File: config.mk
export PLATFORM = sky130hd
export DESIGN_NAME = ll_mrk_stb_gen_flat
export DESIGN_NICKNAME = d
export VERILOG_FILES = /design/src/rtl/ll_mrk_stb_gen_pkg.sv /design/src/rtl/ll_mrk_stb_gen_if.sv /design/src/rtl/ll_mrk_stb_gen.sv /design/src/flat_wrapper.sv
export SDC_FILE = /design/constraint.sdc
export NUM_CORES = 1
export LEC_CHECK = 0
export ABC_AREA = 1
export CAP_MARGIN = 30
export CORE_UTILIZATION = 25
export CTS_BUF_LIST = sky130_fd_sc_hd__clkbuf_16
export CTS_CLUSTER_SIZE = 8
export DETAILED_ROUTE_END_ITERATION = 6
export GPL_ROUTABILITY_DRIVEN = 0
export RECOVER_POWER = 50
export SYNTH_ARGS = -nofsm -noshare
export SYNTH_HDL_FRONTEND = slang
export SYNTH_SLANG_ARGS = --single-unit
export TNS_END_PERCENT = 30
File: constraint.sdc
create_clock -name clk_wr -period 6.66 [get_ports clk_wr]
set_clock_uncertainty 0.05 [all_clocks]
set_input_delay 1.332 -clock clk_wr [delete_from_list [all_inputs] [get_ports clk_wr]]
set_output_delay 1.332 -clock clk_wr [all_outputs]
set_load 0.005 [all_outputs]
File: src/rtl/ll_mrk_stb_gen_pkg.sv
// Shared types and helpers for the logic-link USER marker/strobe generator.
package ll_mrk_stb_pkg;

  localparam int unsigned WORD_IDX_W = 2;
  localparam int unsigned WPB_W      = 3;

  typedef enum logic {
    IDLE = 1'b0,
    RUN  = 1'b1
  } mrk_stb_state_t;

  localparam logic [1:0] GB_FULL    = 2'd0;
  localparam logic [1:0] GB_HALF    = 2'd1;
  localparam logic [1:0] GB_QUARTER = 2'd2;

  // Code 3 is treated as quarter rate.
  function automatic logic [WPB_W-1:0] words_per_beat(input logic [1:0] gb_ratio);
    case (gb_ratio)
      GB_FULL: return WPB_W'(1);
      GB_HALF: return WPB_W'(2);
      default: return WPB_W'(4);
    endcase
  endfunction

endpackage

File: src/rtl/ll_mrk_stb_gen_if.sv
// Config and per-word USER bit bundle between the TX controller and the marker/strobe generator.
interface ll_mrk_stb_gen_if
  import ll_mrk_stb_pkg::*;
#(
  parameter int unsigned MARKER_WIDTH = 1,
  parameter int unsigned STB_CNT_W    = 16
);

  logic                    tx_enable;
  logic                    resync;
  logic [1:0]              gb_ratio;
  logic [STB_CNT_W-1:0]    stb_interval;
  logic [WORD_IDX_W-1:0]   stb_word_sel;
  logic [MARKER_WIDTH-1:0] tx_mrk_userbit;
  logic                    tx_stb_userbit;
  logic [WORD_IDX_W-1:0]   word_idx;
  logic                    gen_active;

  modport master (
    output tx_enable, resync, gb_ratio, stb_interval, stb_word_sel,
    input  tx_mrk_userbit, tx_stb_userbit, word_idx, gen_active
  );

  modport slave (
    input  tx_enable, resync, gb_ratio, stb_interval, stb_word_sel,
    output tx_mrk_userbit, tx_stb_userbit, word_idx, gen_active
  );

endinterface

File: src/rtl/ll_mrk_stb_gen.sv
// USER marker/strobe generator: marks the last word of each gearbox beat and strobes
// one selectable word every stb_interval beats.
module ll_mrk_stb_gen
  import ll_mrk_stb_pkg::*;
#(
  parameter int unsigned MARKER_WIDTH = 1,
  parameter int unsigned STB_CNT_W    = 16
) (
  input  logic                clk_wr,
  input  logic                rst_wr_n,
  ll_mrk_stb_gen_if.slave     bus
);

  mrk_stb_state_t          state_q, state_d;
  logic [WORD_IDX_W-1:0]   word_q, word_d;
  logic [STB_CNT_W-1:0]    beat_q, beat_d;
  logic [WORD_IDX_W-1:0]   last_word_q, last_word_d;
  logic [STB_CNT_W-1:0]    intv_q, intv_d;
  logic [WORD_IDX_W-1:0]   sel_q, sel_d;

  logic                    mrk_q, mrk_d;
  logic                    stb_q, stb_d;
  logic [WORD_IDX_W-1:0]   idx_q, idx_d;
  logic                    act_q, act_d;

  logic [WORD_IDX_W-1:0]   cfg_last_word;
  logic [WORD_IDX_W-1:0]   cfg_sel;
  logic                    beat_wrap;

  // Live config as it would be captured on IDLE->RUN, with the strobe word clamped.
  assign cfg_last_word = WORD_IDX_W'(words_per_beat(bus.gb_ratio) - WPB_W'(1));
  assign cfg_sel       = (bus.stb_word_sel > cfg_last_word) ? cfg_last_word : bus.stb_word_sel;
  assign beat_wrap     = (intv_q <= STB_CNT_W'(1)) || (beat_q == intv_q - STB_CNT_W'(1));

  always_ff @(posedge clk_wr or negedge rst_wr_n) begin
    if (!rst_wr_n) state_q <= IDLE;
    else           state_q <= state_d;
  end

  // Outputs are registered from next-state values so word 0 appears the cycle after enable.
  always_comb begin
    state_d     = state_q;
    word_d      = word_q;
    beat_d      = beat_q;
    last_word_d = last_word_q;
    intv_d      = intv_q;
    sel_d       = sel_q;
    mrk_d       = 1'b0;
    stb_d       = 1'b0;
    idx_d       = '0;
    act_d       = 1'b0;

    case (state_q)
      IDLE: begin
        if (bus.tx_enable) begin
          state_d     = RUN;
          word_d      = '0;
          beat_d      = '0;
          last_word_d = cfg_last_word;
          intv_d      = bus.stb_interval;
          sel_d       = cfg_sel;
        end
      end
      RUN: begin
        if (!bus.tx_enable) begin
          state_d = IDLE;
          word_d  = '0;
          beat_d  = '0;
        end else if (bus.resync) begin
          word_d = '0;
          beat_d = '0;
        end else if (word_q == last_word_q) begin
          word_d = '0;
          beat_d = beat_wrap ? '0 : beat_q + STB_CNT_W'(1);
        end else begin
          word_d = word_q + WORD_IDX_W'(1);
        end
      end
      default: state_d = IDLE;
    endcase

    if (state_d == RUN) begin
      mrk_d = (word_d == last_word_d);
      stb_d = (intv_d != '0) && (beat_d == '0) && (word_d == sel_d);
      idx_d = word_d;
      act_d = 1'b1;
    end
  end

  always_ff @(posedge clk_wr or negedge rst_wr_n) begin
    if (!rst_wr_n) begin
      word_q      <= '0;
      beat_q      <= '0;
      last_word_q <= '0;
      intv_q      <= '0;
      sel_q       <= '0;
      mrk_q       <= 1'b0;
      stb_q       <= 1'b0;
      idx_q       <= '0;
      act_q       <= 1'b0;
    end else begin
      word_q      <= word_d;
      beat_q      <= beat_d;
      last_word_q <= last_word_d;
      intv_q      <= intv_d;
      sel_q       <= sel_d;
      mrk_q       <= mrk_d;
      stb_q       <= stb_d;
      idx_q       <= idx_d;
      act_q       <= act_d;
    end
  end

  assign bus.tx_mrk_userbit = {MARKER_WIDTH{mrk_q}};
  assign bus.tx_stb_userbit = stb_q;
  assign bus.word_idx       = idx_q;
  assign bus.gen_active     = act_q;

endmodule

File: src/flat_wrapper.sv
// flat-port wrapper written by rule: the top's interface ports become plain ports
module ll_mrk_stb_gen_flat import ll_mrk_stb_pkg::*;
#(
  parameter int unsigned MARKER_WIDTH = 1,
  parameter int unsigned STB_CNT_W    = 16
)
  (clk_wr, rst_wr_n, bus_tx_enable, bus_resync, bus_gb_ratio, bus_stb_interval, bus_stb_word_sel, bus_tx_mrk_userbit, bus_tx_stb_userbit, bus_word_idx, bus_gen_active);
  ll_mrk_stb_gen_if #(.MARKER_WIDTH(MARKER_WIDTH), .STB_CNT_W(STB_CNT_W)) bus_i ();
  input  logic clk_wr;
  input  logic rst_wr_n;
  input wire logic [$bits(bus_i.tx_enable)-1:0] bus_tx_enable;
  input wire logic [$bits(bus_i.resync)-1:0] bus_resync;
  input wire logic [$bits(bus_i.gb_ratio)-1:0] bus_gb_ratio;
  input wire logic [$bits(bus_i.stb_interval)-1:0] bus_stb_interval;
  input wire logic [$bits(bus_i.stb_word_sel)-1:0] bus_stb_word_sel;
  output wire logic [$bits(bus_i.tx_mrk_userbit)-1:0] bus_tx_mrk_userbit;
  output wire logic [$bits(bus_i.tx_stb_userbit)-1:0] bus_tx_stb_userbit;
  output wire logic [$bits(bus_i.word_idx)-1:0] bus_word_idx;
  output wire logic [$bits(bus_i.gen_active)-1:0] bus_gen_active;
  assign bus_i.tx_enable = bus_tx_enable;
  assign bus_i.resync = bus_resync;
  assign bus_i.gb_ratio = bus_gb_ratio;
  assign bus_i.stb_interval = bus_stb_interval;
  assign bus_i.stb_word_sel = bus_stb_word_sel;
  assign bus_tx_mrk_userbit = bus_i.tx_mrk_userbit;
  assign bus_tx_stb_userbit = bus_i.tx_stb_userbit;
  assign bus_word_idx = bus_i.word_idx;
  assign bus_gen_active = bus_i.gen_active;
  ll_mrk_stb_gen #(.MARKER_WIDTH(MARKER_WIDTH), .STB_CNT_W(STB_CNT_W)) u_core (.clk_wr(clk_wr), .rst_wr_n(rst_wr_n), .bus(bus_i));
endmodule
After elaboration in Yosys (flattened, before gate mapping) --
Cells that the tools add are included.
Storage, ports and cells: register bits 44, latch bits 0, memory bits (writable) 0, bits in read-only memories 0, input port bits 24, output and inout bits 5, logic and storage cells 52, memories 0
Operators by class: add/sub/neg operators 4, multiply operators 0, div/mod/pow operators 0, magnitude comparators 2, equality and inequality tests 5, shift-type cells 0, muxes and demuxes 24, bitwise operators 1, reduce and logical (&&, ||, !) cells 6
Operator list (count):
- 16-bit two-way mux | 7
- 16-bit one-hot mux with 2 select lines | 1
- 2-bit two-way mux | 10
- 16-bit by 1-bit adder with 16-bit output, second input constant | 1
- 16-bit == test | 1
- 16-bit by 1-bit less-or-equal comparator with 1-bit output, second input constant | 1
- 16-bit logical NOT | 1
- 16-bit nonzero test | 1
- 16-bit by 1-bit subtractor with 16-bit output, second input constant | 1
- 2-bit one-hot mux with 2 select lines | 2
- 2-bit == test | 3
- 1-bit two-way mux | 4
- 2-bit by 1-bit adder with 2-bit output, second input constant | 1
- 2-bit by 1-bit == test with 1-bit output, second input constant | 1
- 2-bit > comparator | 1
- 1-bit logical AND | 2
- 2-bit logical NOT | 1
- 2-bit by 1-bit subtractor with 2-bit output, second input constant | 1
- 1-bit logical OR | 1
- 1-bit NOT | 1

Logic depth before layout (Yosys ltp) --
depth after elaboration 12, mapped depth 23, gate-level depth less buffers 22

Least setup slack after synthesis --
OpenSTA, ideal clock, no wires.
path kind input-to-reg, start input bus_gb_ratio[0], end register u_core.stb_q, in the netlist u_core.bus.tx_stb_userbit, library setup time 71 ps, arrival time 2727 ps, required time 6539 ps, path slack 3812 ps, cell stages on the path 14, buffers on the path 0, cells stage by stage nor2_1 inv_1 ha_1 inv_1 o22ai_1 a21oi_1 o21ai_0 o21a_1 xor2_1 nor2_1 nand3_1 nor2_1 nand3_1 nor2_1
Between the ends: word-level cells in the longest chain between the ends 10, elaborated cells on any way between the ends 11, classes of those cells add/sub: 1; order compare: 1; eq/ne: 2; mux: 5; reduce/logical: 2
RTL lines:
- start: declaration | line flat_wrapper.sv:13 | input wire logic [$bits(bus_i.gb_ratio)-1:0] bus_gb_ratio;
- 2-bit by 1-bit == test with 1-bit output / 2-bit logical NOT (equally long branches) | line ll_mrk_stb_gen_pkg.sv:18 | case (gb_ratio)
- 2-bit one-hot mux with 2 select lines (*) | line ll_mrk_stb_gen_pkg.sv:18
- 2-bit by 1-bit subtractor with 2-bit output (*) | line ll_mrk_stb_gen.sv:31 | assign cfg_last_word = WORD_IDX_W'(words_per_beat(bus.gb_ratio) - WPB_W'(1));
- 2-bit > comparator | line ll_mrk_stb_gen.sv:32 | assign cfg_sel = (bus.stb_word_sel > cfg_last_word) ? cfg_last_word : bus.stb_word_sel;
- 2-bit two-way mux (*) | line ll_mrk_stb_gen.sv:32
- 2-bit two-way mux (*) | line ll_mrk_stb_gen.sv:55 | if (bus.tx_enable) begin
- 2-bit two-way mux (*) | line ll_mrk_stb_gen.sv:53 | case (state_q)
- net u_core.sel_d[0] | line ll_mrk_stb_gen.sv:19 | logic [WORD_IDX_W-1:0] sel_q, sel_d;
- 2-bit == test (*) | line ll_mrk_stb_gen.sv:84 | stb_d = (intv_d != '0) && (beat_d == '0) && (word_d == sel_d);
- 1-bit logical AND (*) | line ll_mrk_stb_gen.sv:84
- 1-bit two-way mux (*) | line ll_mrk_stb_gen.sv:82 | if (state_d == RUN) begin
- net u_core.stb_d | line ll_mrk_stb_gen.sv:22 | logic stb_q, stb_d;
- end signal: assignment | line ll_mrk_stb_gen.sv:108 | stb_q <= stb_d;
- end: declaration | line ll_mrk_stb_gen.sv:22
Mark *: on every way through the listed nets, which the timed path passes. The rest lies on a longest branch.

Worst setup path in the final report --
start input bus_tx_enable, end register u_core.stb_q, in the netlist u_core.bus.tx_stb_userbit
Between the ends: word-level cells in the longest chain between the ends 6, elaborated cells on any way between the ends 17, classes of those cells eq/ne: 1; mux: 12; reduce/logical: 4
RTL lines:
- start: declaration | line flat_wrapper.sv:11 | input wire logic [$bits(bus_i.tx_enable)-1:0] bus_tx_enable;
- 16-bit two-way mux | line ll_mrk_stb_gen.sv:55
- 16-bit two-way mux | line ll_mrk_stb_gen.sv:53
- net u_core.intv_d[2] | line ll_mrk_stb_gen.sv:18 | logic [STB_CNT_W-1:0] intv_q, intv_d;
- 16-bit nonzero test | line ll_mrk_stb_gen.sv:84
- 1-bit logical AND (2 in series) | line ll_mrk_stb_gen.sv:84
- 1-bit two-way mux | line ll_mrk_stb_gen.sv:82
- net u_core.stb_d | line ll_mrk_stb_gen.sv:22
The timed path passes the listed nets, and every way through them passes these cells.

==> metrics.txt <==
outcome finished, final reports clean; global-route wire length before repair between 10 and 15 mm; CP Launch Type input pin; initial core utilization 0.257; CTS Hold Buffers Added 0; share of cells above drive strength 1 0.0874; top-count cell post-synth nand2_1; Crit path arrival time about 4.3 ns; TNS Setup 0 ns; fin. max-slew vios 0; Die Span Y between 100 and 150 um; PwrDens around 210 nW/um2; Metal-1 WL 3.63 mm; Post-Synthesis Cells ~460; TritonCTS Buffers 5; Storage cell area 1080 um2; Tot GR Track Use 0.133; num ports 29; number of global-route vias before repair approximately 2,800; RSZ-0062 raised after global routing no; NetSw about 0.23 mW; diode count 0; Int Pwr 0.559 mW; Iteration-0 DRC Markers ~200; Setup Buffers After CTS 0; Rel. slew slack 0.135; DR vias/cell approximately 4.5; Final Cycle Share 0.628; Setup Viol. Count Final 0; worst vdd ir around 0.094 mV; Synth cell types 37; footprint of the multi-input gates roughly 1700 um2; Post-synth EDFFs 0; Area Growth Syn to Fin 19.9%; Post-synth top cells nand2_1 (162), inv_1 (65), dfrtp_1 (43), nor2_1 (43), nand3_1 (23); antenna violations before repair 0; Final min period ~4.2 ns; count of buffers from port buffering 28; CTS Sinks between 40 and 50; WL per Instance 12.3 um; H-Tree Level Count 2; placed inst area 3540 um2; Worst-Skew Late Latency between 0.2 and 0.3 ns; total routed wirelength 7.89 mm; max-cap violations 0; CTS tree yes; highest metal used met4; ys flop type dfrtp_1; Seq/Total Area, Yosys 0.348; Synth Net Count between 400 and 500; area of the mapped netlist approximately 3100 um2; combinational fraction of design power 0.208; wire length on met2 a little under 4 mm; switching portion of total power 0.288; Reg clk slew, reported paths 0.06 ns; share of the synthesized area in the top cell type 0.348; Fill cells ~1,300; Leak a little under 2 nW; metal3 WL ~240 um; share of total power in the clock network 0.407; HP Class flop to flop; routed via count about 2,800; core area between 10,000 and 15,000 um2; die area 12,800 um2; CP max FO 32; synth top area cells dfrtp_1 (35%), nand2_1 (20%), inv_1 (7.9%), nor2_1 (5.2%), nand3_1 (3.7%); Nets roughly 520; clk root buf clkbuf_16; Slew @ Worst Pin about 1.3 ns; Ys Warns 0; kind of critical path input pin to flop; GR Overflow Total 0; die width approximately 110 um; Initial DRT Pass Iterations 4; endpoint type of the worst setup path flop; CP required a little under 7 ns; # DRC 0; #FFs+latches synth 43; Max Buffers Root-to-Sink 2; Routed Antenna Nets 0; syn_area_per_cell 6.67 um2; Site Rows 40; # resized after CTS 0; Layout Cell Area excl Fill 3710 um2; Flop pwr share 0.386; final hold violation count 0; Synth area leader dfrtp_1; Async SR Flop Fraction 1.00; Post-DP HPWL 6.28 mm; pin count of the biggest net entering global routing 33; FMAX ~240 MHz
-- sequential cells by signal (all words and copies together) (netlist names) --
signal and cells:
u_core.bus.tx_stb_userbit 1, u_core.last_word_q 2, u_core.beat_q 16, u_core.sel_q 2, u_core.word_q 2, u_core.bus.gen_active 1
u_core.bus.tx_mrk_userbit 1, u_core.bus.word_idx 2, u_core.intv_q 16
-- final timing paths --
kind                                       start                   endpoint  slack (ns)  depth (start not counted)
setup / recovery                   bus_tx_enable  u_core.bus.tx_stb_userbit        2.48                         13
hold / removal                   u_core.sel_q[0]            u_core.sel_q[0]        0.46                          1
setup reg to reg           u_core.bus.gen_active  u_core.bus.tx_stb_userbit        3.27                         12
hold reg to reg                  u_core.sel_q[0]            u_core.sel_q[0]        0.46                          1
max in group asynchronous               rst_wr_n            u_core.sel_q[0]        3.58                          2
min in group asynchronous               rst_wr_n           u_core.intv_q[2]        1.22                          1
-- area by class of cell --
cell class	instances	share of cell area
repair buffers	30	0.0770
multi-input cells	339	0.458
flip-flops and latches	43	0.290
inverters	72	0.0729
well taps	147	0.0496
clock buffers	5	0.0338
clock inverters	3	0.0182
-- cell usage in the layout (no fill, tap or decap), drive strengths merged --
cell type and count:
bufinv 2, a31oi 1, dlygate4sd3 1, nor3 8, o211ai 1, nand2 170, clkdlybuf4s50 26, a21oi 8
nor4 3, o211a 1, ha 6, a31o 1, nor2 53, clkinvlp 1, o21bai 1, o21ai 23
o2111ai 1, xor2 10, inv 72, nand3b 5, o22ai 1, xnor2 10, o21a 2, or2 2
dfrtp 43, clkbuf 7, nand4 4, buf 1, a21boi 1, nand3 27
-- critical path, cell delays in order --
cell	delay [ns]
dlygate4sd3_1	0.57
nand2_1	0.59
inv_2	0.40
nand2_1	0.15
o21ai_0	0.12
nor4_1	0.55
nand3b_1	0.17
o211ai_1	0.12
nor2_1	0.06
nand3_1	0.08
nor2_1	0.04
nand3_1	0.07
nor2_1	0.04
-- routing by layer --
layer  vias up  GRT usage
met3        10     0.0187
li1       1491          -
met2        43      0.237
met4         0     0.0421
met1      1303      0.165
met5         -          0
-- cell families (layout without fill, tap and decap cells) --
family	count (synthesis)	count (layout)	synth area share
adder cells (fa/ha/maj)	6	6	0.0243
XOR/XNOR	20	20	0.0567
buffers and inverters	81	110	0.102
flip-flops	43	43	0.348
AO/OA/AOI/OAI	41	41	0.0753
AND/OR/NAND/NOR	272	272	0.393
-- power by group through the flow --
stage / sequential [mW] / combinational, mW / clock (mW)
4_1_cts: 0.303 / 0.166 / 0.324
3_5_place_dp: 0.308 / 0.165 / 0
2_1_floorplan: 0.302 / 0.113 / 0
6_report: 0.303 / 0.163 / 0.319
3_3_place_gp: 0.308 / 0.160 / 0
5_1_grt: 0.306 / 0.185 / 0.333
-- metrics by stage --
step	cells	util	hold WS [ns]	power, mW	worst slack [ns]
2_1_floorplan	463	-	0.431	0.415	3.81
3_3_place_gp	629	0.292	0.448	0.468	2.35
3_5_place_dp	631	0.295	0.449	0.474	2.28
4_1_cts	639	0.311	0.464	0.793	2.57
5_1_grt	639	0.309	0.500	0.825	2.18
6_report	639	0.309	0.458	0.785	2.48
(Power assumes the default switching activity.)
